<file path="src/rtl/palette_access_arbiter.sv">
// Posted-write FIFO and slot sequencer for the shared palette RAM (CPU vs pixel lookup).
// Latency: write ack 1 clk after cs; read data 2 RAM slots after FIFO drains in a free slot.
// Backpressure: writes stall (dtackn high) while the FIFO is full; reads stall until drained and free.

// Small synchronous FIFO with head-of-queue visibility and occupancy count.
// Latency: pushed data visible at the head 1 clk after the push.
// Backpressure: pushes are ignored while full; pops are ignored while empty.
module palette_fifo #(
  parameter int W     = 8,
  parameter int DEPTH = 4
) (
  input  logic                     clk,
  input  logic                     reset,
  input  logic                     in_vld,
  input  logic [W-1:0]             in_dat,
  output logic                     full,
  input  logic                     out_rdy,
  output logic                     out_vld,
  output logic [W-1:0]             out_dat,
  output logic [$clog2(DEPTH):0]   level
);
  localparam int PW = $clog2(DEPTH);
  localparam int LW = PW + 1;

  logic [W-1:0]  mem [DEPTH];
  logic [PW-1:0] wr_ptr;
  logic [PW-1:0] rd_ptr;
  logic          do_push;
  logic          do_pop;

  assign full    = (level == LW'(DEPTH));
  assign out_vld = (level != '0);
  assign out_dat = mem[rd_ptr];
  assign do_push = in_vld & ~full;
  assign do_pop  = out_rdy & out_vld;

  // Storage needs no reset: pointers and level define what is valid.
  always_ff @(posedge clk) begin
    if (do_push) mem[wr_ptr] <= in_dat;
  end

  // Pointers wrap modulo DEPTH; level moves only when exactly one of push/pop fires.
  always_ff @(posedge clk or posedge reset) begin
    if (reset) begin
      wr_ptr <= '0;
      rd_ptr <= '0;
      level  <= '0;
    end else begin
      if (do_push) wr_ptr <= wr_ptr + PW'(1);
      if (do_pop)  rd_ptr <= rd_ptr + PW'(1);
      case ({do_push, do_pop})
        2'b10:   level <= level + LW'(1);
        2'b01:   level <= level - LW'(1);
        default: level <= level;
      endcase
    end
  end
endmodule

module palette_access_arbiter #(
  parameter int DEPTH = 4,
  parameter int AW    = 14
) (
  input  logic                   clk,
  input  logic                   reset,
  input  logic                   ce_pixel,
  input  logic                   ce_double,
  input  logic                   HBLANKn,
  input  logic                   VBLANKn,
  input  logic                   ACCMODE,
  input  logic                   cpu_cs,
  input  logic [AW-1:0]          cpu_a,
  input  logic [15:0]            cpu_din,
  input  logic                   cpu_rwn,
  input  logic                   cpu_udsn,
  input  logic                   cpu_ldsn,
  output logic [15:0]            cpu_dout,
  output logic                   cpu_dtackn,
  input  logic [AW-1:0]          vid_idx,
  output logic [15:0]            vid_data,
  output logic                   vid_valid,
  output logic [AW-1:0]          ram_addr,
  input  logic [15:0]            ram_din,
  output logic [15:0]            ram_dout,
  output logic                   ram_wehn,
  output logic                   ram_weln,
  output logic [$clog2(DEPTH):0] fifo_level
);
  typedef struct packed {
    logic [AW-1:0] addr;
    logic [15:0]   dat;
    logic          ub;
    logic          lb;
  } wr_ent_t;

  typedef enum logic [2:0] {IDLE, WR_ACK, RD_WAIT, RD_ISSUE, RD_ACK} state_t;

  state_t  state;
  state_t  state_nxt;
  wr_ent_t push_ent;
  wr_ent_t head_ent;
  logic    free;
  logic    fifo_push;
  logic    fifo_pop;
  logic    fifo_full;
  logic    fifo_nempty;
  logic    rd_go;
  logic    slot_vid;

  // CPU may own a RAM slot during either blank or when the override is set.
  assign free     = ACCMODE | ~HBLANKn | ~VBLANKn;
  assign push_ent = '{addr: cpu_a, dat: cpu_din, ub: ~cpu_udsn, lb: ~cpu_ldsn};
  // A slot that completes a read is left to video, so commits never collide with it.
  assign fifo_pop = ce_double & free & fifo_nempty & (state != RD_ISSUE);

  palette_fifo #(
    .W     ($bits(wr_ent_t)),
    .DEPTH (DEPTH)
  ) u_wr_fifo (
    .clk     (clk),
    .reset   (reset),
    .in_vld  (fifo_push),
    .in_dat  (push_ent),
    .full    (fifo_full),
    .out_rdy (fifo_pop),
    .out_vld (fifo_nempty),
    .out_dat (head_ent),
    .level   (fifo_level)
  );

  // Next-state logic: accept writes into the FIFO, hold reads until the FIFO drains in a free slot.
  always_comb begin
    state_nxt = state;
    fifo_push = 1'b0;
    rd_go     = 1'b0;
    case (state)
      IDLE: begin
        if (cpu_cs & ~cpu_rwn & ~fifo_full) begin
          state_nxt = WR_ACK;
          fifo_push = ~cpu_udsn | ~cpu_ldsn;
        end else if (cpu_cs & cpu_rwn) begin
          state_nxt = RD_WAIT;
        end
      end
      WR_ACK: begin
        if (~cpu_cs) state_nxt = IDLE;
      end
      RD_WAIT: begin
        if (~cpu_cs) begin
          state_nxt = IDLE;
        end else if (ce_double & free & ~fifo_nempty) begin
          state_nxt = RD_ISSUE;
          rd_go     = 1'b1;
        end
      end
      RD_ISSUE: begin
        if (ce_double) state_nxt = cpu_cs ? RD_ACK : IDLE;
      end
      RD_ACK: begin
        if (~cpu_cs) state_nxt = IDLE;
      end
      default: state_nxt = IDLE;
    endcase
  end

  // State register; dtack is registered so it follows acceptance by one clk.
  always_ff @(posedge clk or posedge reset) begin
    if (reset) begin
      state      <= IDLE;
      cpu_dtackn <= 1'b1;
    end else begin
      state      <= state_nxt;
      cpu_dtackn <= ~((state_nxt == WR_ACK) | (state_nxt == RD_ACK));
    end
  end

  // Capture read data one slot after the read address was presented.
  always_ff @(posedge clk or posedge reset) begin
    if (reset) begin
      cpu_dout <= '0;
    end else if (ce_double && (state == RD_ISSUE)) begin
      cpu_dout <= ram_din;
    end
  end

  // Per-slot RAM port owner: commit, then CPU read, otherwise pixel lookup.
  always_ff @(posedge clk or posedge reset) begin
    if (reset) begin
      ram_addr <= '0;
      ram_dout <= '0;
      ram_wehn <= 1'b1;
      ram_weln <= 1'b1;
      slot_vid <= 1'b0;
    end else if (ce_double) begin
      if (fifo_pop) begin
        ram_addr <= head_ent.addr;
        ram_dout <= head_ent.dat;
        ram_wehn <= ~head_ent.ub;
        ram_weln <= ~head_ent.lb;
        slot_vid <= 1'b0;
      end else if (rd_go) begin
        ram_addr <= cpu_a;
        ram_wehn <= 1'b1;
        ram_weln <= 1'b1;
        slot_vid <= 1'b0;
      end else begin
        ram_addr <= vid_idx;
        ram_wehn <= 1'b1;
        ram_weln <= 1'b1;
        slot_vid <= 1'b1;
      end
    end
  end

  // Pixel output: blank the pixel whose slot was stolen by the CPU.
  always_ff @(posedge clk or posedge reset) begin
    if (reset) begin
      vid_data  <= '0;
      vid_valid <= 1'b0;
    end else if (ce_pixel) begin
      vid_valid <= slot_vid;
      vid_data  <= slot_vid ? ram_din : 16'h0000;
    end
  end
endmodule

</file>
<file path="config.mk">
export PLATFORM = sky130hd
export DESIGN_NAME = palette_access_arbiter
export DESIGN_NICKNAME = d
export VERILOG_FILES = /design/src/rtl/palette_access_arbiter.sv
export SDC_FILE = /design/constraint.sdc
export NUM_CORES = 1
export LEC_CHECK = 0
export BUFFER_PORTS_ARGS = -buffer_cell sky130_fd_sc_hd__buf_2
export CAP_MARGIN = 20
export CORE_ASPECT_RATIO = 1.25
export CORE_MARGIN = 2
export CORE_UTILIZATION = 31
export DETAILED_ROUTE_END_ITERATION = 10
export PLACE_DENSITY = 0.48
export SETUP_SLACK_MARGIN = 0.05
export SLEW_MARGIN = 20
export SYNTH_ARGS = -nofsm -noshare
export SYNTH_HDL_FRONTEND = slang
export SYNTH_SLANG_ARGS = --single-unit
</file>
<file path="constraint.sdc">
create_clock -name clk -period 5.5 [get_ports clk]
set_clock_uncertainty 0.05 [all_clocks]
set_input_delay 1.375 -clock clk [delete_from_list [all_inputs] [get_ports clk]]
set_output_delay 1.375 -clock clk [all_outputs]
set_load 0.1 [all_outputs]
</file>
# Word level (Yosys, flattened, before mapping)
# Memories as Yosys holds them, arrays and structs flattened.
# Index checks and enable logic that the tools add are counted.
[totals]
ff_bits = 77
in_bits = 71
ram_bits = 128
mem_count = 1
[classes]
mux = 23
bitwise_logic = 23
eq_ne = 10
addsub = 4
n_reduce_logical = 6
[memory_table]
columns = ["memory", "words", "word_bits", "rd", "rd_clocked_by_memory_dff", "write_ports", "line", "source"]
rows = [
  ["u_wr_fifo.mem", 4, 32, 1, 0, 1, "25", "logic [W-1:0] mem [DEPTH];"],
]
[ops]
columns = ["cell", "n"]
rows = [
  ["$mux W14", 2],
  ["$mux W3", 7],
  ["$mux W16", 1],
  ["$pmux W3 S4", 1],
  ["$mux W1", 11],
  ["$not A1 Y1", 10],
  ["$and A1 B1 Y1", 9],
  ["$eq A3 B3 Y1 const B", 3],
  ["$eq A3 B1 Y1 const B", 2],
  ["$eq A3 B2 Y1 const B", 2],
  ["$pmux W3 S2", 1],
  ["$add A2 B1 Y2 const B", 2],
  ["$or A1 B1 Y1", 4],
  ["$add A3 B1 Y3 const B", 1],
  ["$logic_not A3 Y1", 1],
  ["$ne A3 B2 Y1 const B", 1],
  ["$reduce_bool A3 Y1", 1],
  ["$sub A3 B1 Y3 const B", 1],
  ["$eq A2 B1 Y1 const B", 1],
  ["$eq A2 B2 Y1 const B", 1],
  ["$reduce_and A2 Y1", 1],
  ["$reduce_bool A2 Y1", 1],
  ["$reduce_or A2 Y1", 1],
  ["$logic_and A1 B1 Y1", 1],
]

# Depth between registers and ports, before layout
[depth]
depth_word = 11
depth_mapped = 12

# Hierarchy
# A second synthesis with hierarchy kept.
[hier_totals]
hier_cells = 469
area_unflattened_um2 = 8135.3
[modules_own_cells]
columns = ["module", "area_per_inst_um2", "cells_each", "n_inst", "seq_area_each_um2"]
rows = [
  ["palette_fifo", 5096.1, 206, 1, 4018.9],
  ["palette_access_arbiter", 3039.2, 263, 1, 1755.4],
]

# Worst setup path after synthesis
# Ideal clock, no wire load.
[synth_timing]
kind = "input-to-reg"
from = "input cpu_cs"
to = "memory u_wr_fifo.mem[0][0] (netlist name) (enable)"
setup_ns = 0.392
arrival_ns = 2.846
path_slack_ns = 2.212
cell_stages = 4
path_cell_list = "nor3b_2 > nand2_1 > a211oi_2 > and2_1"
[synth_via]
elab_chain_cells = 7
[synth_rtl]
columns = ["element", "line", "source"]
rows = [
  ["from (decl)", "71", "input logic cpu_cs,"],
  ["$and A1 B1 Y1 (2 in series)", "138", "if (cpu_cs & ~cpu_rwn & ~fifo_full) begin"],
  ["$mux W1", "138", ""],
  ["$mux W1", "136", "case (state)"],
  ["$and A1 B1 Y1", "34", "assign do_push = in_vld & ~full;"],
  ["$mux W1", "39", "if (do_push) mem[wr_ptr] <= in_dat;"],
  ["$mux W1 (implied by the code)", "39", ""],
  ["to (decl)", "25", ""],
]
# No other way between the ends.

# Final worst setup path
[layout_timing]
from = "input ce_double"
to = "register u_wr_fifo.level[2]"
[layout_via]
elab_chain_cells = 6
elab_cells_between_ends = 8
cone_classes = "eq/ne (2); mux (1); bitwise (4); reduce/logical (1)"
[layout_rtl]
columns = ["element", "line", "source"]
rows = [
  ["from (decl)", "67", "input logic ce_double,"],
  ["$and A1 B1 Y1 (*) (3 in series)", "114", "assign fifo_pop = ce_double & free & fifo_nempty & (state != RD_ISSUE);"],
  ["$and A1 B1 Y1 (*)", "35", "assign do_pop = out_rdy & out_vld;"],
  ["$eq A2 B1 Y1 / $eq A2 B2 Y1 (equally long branches)", "51", "case ({do_push, do_pop})"],
  ["$pmux W3 S2 / $reduce_bool A2 Y1 (equally long branches)", "--", ""],
  ["to (signal assigned)", "52", "2'b10: level <= level + LW'(1);"],
  ["to (signal assigned)", "53", "2'b01: level <= level - LW'(1);"],
  ["to (signal assigned)", "54", "default: level <= level;"],
  ["to (decl)", "20", "output logic [$clog2(DEPTH):0] level"],
]
# Mark *: on every way between the ends. The rest lies on a longest branch, timed or not.
# A chain may end at the register's enable or synchronous reset.

==> results.ini <==
[timing]
fin_crit_ns = 3.612
final-max-slew-violation-count = 0
finalSetupViolations = 0
post-route-period-util_pct = 65.68
slew_headroom_pct = 36.53
holdWs_ns = 0.4228
max_freq_ghz = 0.2768
tightest_slew_ns = 0.9520
fin_tns_setup_ns = 0
setup_ws_ns = 1.888
rsz0062_at_grt = no
finalHoldViolCount = 0

[detailed_routing]
via_per_inst = 4.537
vias = 4682
dr.first_iter.drc_count = 175
final_antenna_net_count = 0
drt-pass1-iter-count = 4
drc = 0
wl_per_cell_um = 17.62
drt_wl_total_mm = 18.19

[cells_and_area]
final_nets = 753
finalNonFillerCells = 1032
drive_gt1_share_pct = 32.23
multi_input_area_mm2 = 0.002028
fill_cells = 2502
seqCellArea_mm2 = 0.005777
diodes = 0
syn_to_final_growth_pct = 20.86

[setup_path]
crit_top_cell = xor2_1
crit_buf_inv = 4
slowest_delay_ns = 0.40
cp_top_family = buffers and inverters
critPathMaxFanout = 33
crit_slowest_cell = buf_2
cp.required_ns = 5.87
path_cells = buf_2 > o21ai_0 > or2_1 > buf_4 > inv_6 > ha_1 > inv_1 > fa_1 > xor2_1 > nor2_1 > xor2_1
crit_path_end_kind = register
path_class = in2reg
startpoint_type = input port
critPathArrivalTime_ns = 3.98

[grt]
gr-total-overflow = 0
grt_max_degree = 42
first_global_vias = 5054
antenna_found_initial = 0
grt_use_total_pct = 13.36
grt_pass1_wl_mm = 28.12

[logic_synthesis]
yosys.area.top_type = edfxtp_1
synthTopCellsByArea = edfxtp_1, dfrtp_1, mux4_2
synthesis.nets = 611
netlist.area_leader.share_pct = 47.67
netlist_instances = 534
synth_edf_count = 128
ys_types = 41
ys_warn_count = 0
synth-seq-area-share_pct = 71.62
synth-async-reset-ratio_pct = 37.56
synth_area_mm2 = 0.008063
synth_seq_cells = 205
synth_top_flop_cell = edfxtp_1
synth_most_common_cell = edfxtp_1
synth_area_per_cell_um2 = 15.10
synthTopCellsByCount = edfxtp_1, nand2_1, dfrtp_1

[job]
cap_viol_max_count = 0

[placed_design]
place_congestion = 0.7526
hpwlAfterDp_mm = 11.71
dp_cells = 992
pre_cts_ws_ns = 1.358
port_buffers = 139

[cts]
insertion_delay_ns = 0.50
clk_pin_slew_ns = 0.06
cts.sinks = 205
clockBufferDepth = 3
post_cts_resized = 0
cts_hold_buf = 0
htreeDepth = 1
clock-root-buffer = clkbuf_16
cts_setup_buffers = 0
cts-buffers-inserted = 22
cts_tree = yes

[pwr]
share_seq_of_total_power_pct = 35.5
comb_power_share_pct = 42.0
p_total_w = 0.006179
pwr-share-clk_pct = 22.5
ir_drop_mv = 0.2623
switchingPower_w = 0.002862
power_per_cell_area_mw_per_mm2 = 634.1
p_int_w = 0.003317
swShare_pct = 46.31
leakage_nw = 4.030

[die]
dieArea_mm2 = 0.02732
coreArea_mm2 = 0.02576
die_x_um = 148.2
ios = 140
die_height_um = 184.3
fp-row-count = 66
initial_core_util_pct = 31.29

[min_path]
hold_class = reg2reg

[run_status]
outcome = finished clean

==> power groups by stage <==
stage                     clock, W  sequential (W)  combinational, W
after detailed placement         0         0.00223           0.00263
after CTS                  0.00143         0.00220           0.00263
after global placement           0         0.00222           0.00261
after floorplan                  0         0.00360          0.000765
final                      0.00139         0.00219           0.00260
after global routing       0.00150         0.00224           0.00274
==> final cells by class <==
| type | count | area share [%] |
|---|---|---|
| clock buffer | 29 | 6.138 |
| multi-input combinational | 276 | 20.81 |
| sequential | 205 | 59.28 |
| tap | 340 | 4.366 |
| inverter | 29 | 1.181 |
| clock inverter | 11 | 0.8475 |
| timing repair buffer | 142 | 7.370 |
==> flip-flops by register name, indices dropped and copies added (netlist names) <==
name / count
u_wr_fifo.wr_ptr: 2
slot_vid: 1
ram_addr: 14
ram_dout: 16
u_wr_fifo.rd_ptr: 2
ram_wehn: 1
u_wr_fifo.mem: 128
cpu_dout: 16
u_wr_fifo.level: 3
vid_valid: 1
cpu_dtackn: 1
ram_weln: 1
state: 3
vid_data: 16
==> cells in the final DEF (no fill, tap or decap), types with 2 or more instances in the layout <==
cell type  instances
a21o_1             2
a21oi_1           18
and2_1             2
and2_2             4
buf_2            139
buf_4              3
clkbuf_1           6
clkbuf_16         23
clkinv_1           4
clkinv_2           6
dfrtp_1           72
dfrtp_2            2
dfstp_2            3
edfxtp_1         128
ha_1               5
inv_1             26
inv_6              2
mux2i_1           14
mux4_2            32
nand2_1          114
nand3_1            4
nor2_1             9
nor2b_1           15
nor3_1             2
nor3b_1            2
o21ai_0           20
o21ai_1           12
or2_1              2
xnor2_1            4
xor2_1             2
==> metrics by stage <==
step	cell area (um2)	utilization, %
after floorplan	8063	-
after global placement	9064	35.18
after detailed placement	9064	35.18
after CTS	9744	37.82
after global routing	9744	37.82
final	9744	37.82
==> path summary, 6_finish.rpt <==
kind | startpoint | endpoint | slack (ns) | cells past startpoint
worst max register to register | state[0] | u_wr_fifo.level[2] | 2.68 | 11
worst min-delay path | cpu_dout[13] | cpu_dout[13] | 0.42 | 2
max in group asynchronous | reset | cpu_dtackn | 3.44 | 3
min in group asynchronous | reset | vid_data[5] | 0.98 | 2
worst max-delay path | ce_double | u_wr_fifo.level[2] | 1.89 | 11
worst min register to register | cpu_dout[13] | cpu_dout[13] | 0.42 | 2
==> worst register-to-register path, stage by stage (launching register included) <==
cell and delay, ns:
dfrtp_1 0.43, and2b_4 0.20, a21o_1 0.20, or2_1 0.24, buf_4 0.24, inv_6 0.28, ha_1 0.25, inv_1 0.07
fa_1 0.38, xor2_1 0.15, nor2_1 0.11, xor2_1 0.15
==> per-layer routing <==
layer  GRT usage [%]  part of all wire [%]  wire length [um]  up-vias
met4           3.276                   1.6               284        0
li1                -                     -                 -     2188
met5               0                     0                 0        -
met3           2.896                   6.2              1129       24
met2           24.41                    51              9306      129
met1           16.01                    41              7464     2341
==> logic make-up (layout without fill, tap and decap cells) <==
group	after synthesis	in the layout	share of synthesized area, %
adder cells (fa/ha/maj)	6	6	1.024
XOR/XNOR	6	6	0.6518
buffers and inverters	53	211	3.290
AND/OR/NAND/NOR	160	160	8.737
AO/OA/AOI/OAI	57	57	3.864
flip-flops	205	205	71.62
multiplexers	47	47	10.82
(Power assumes the default switching activity.)
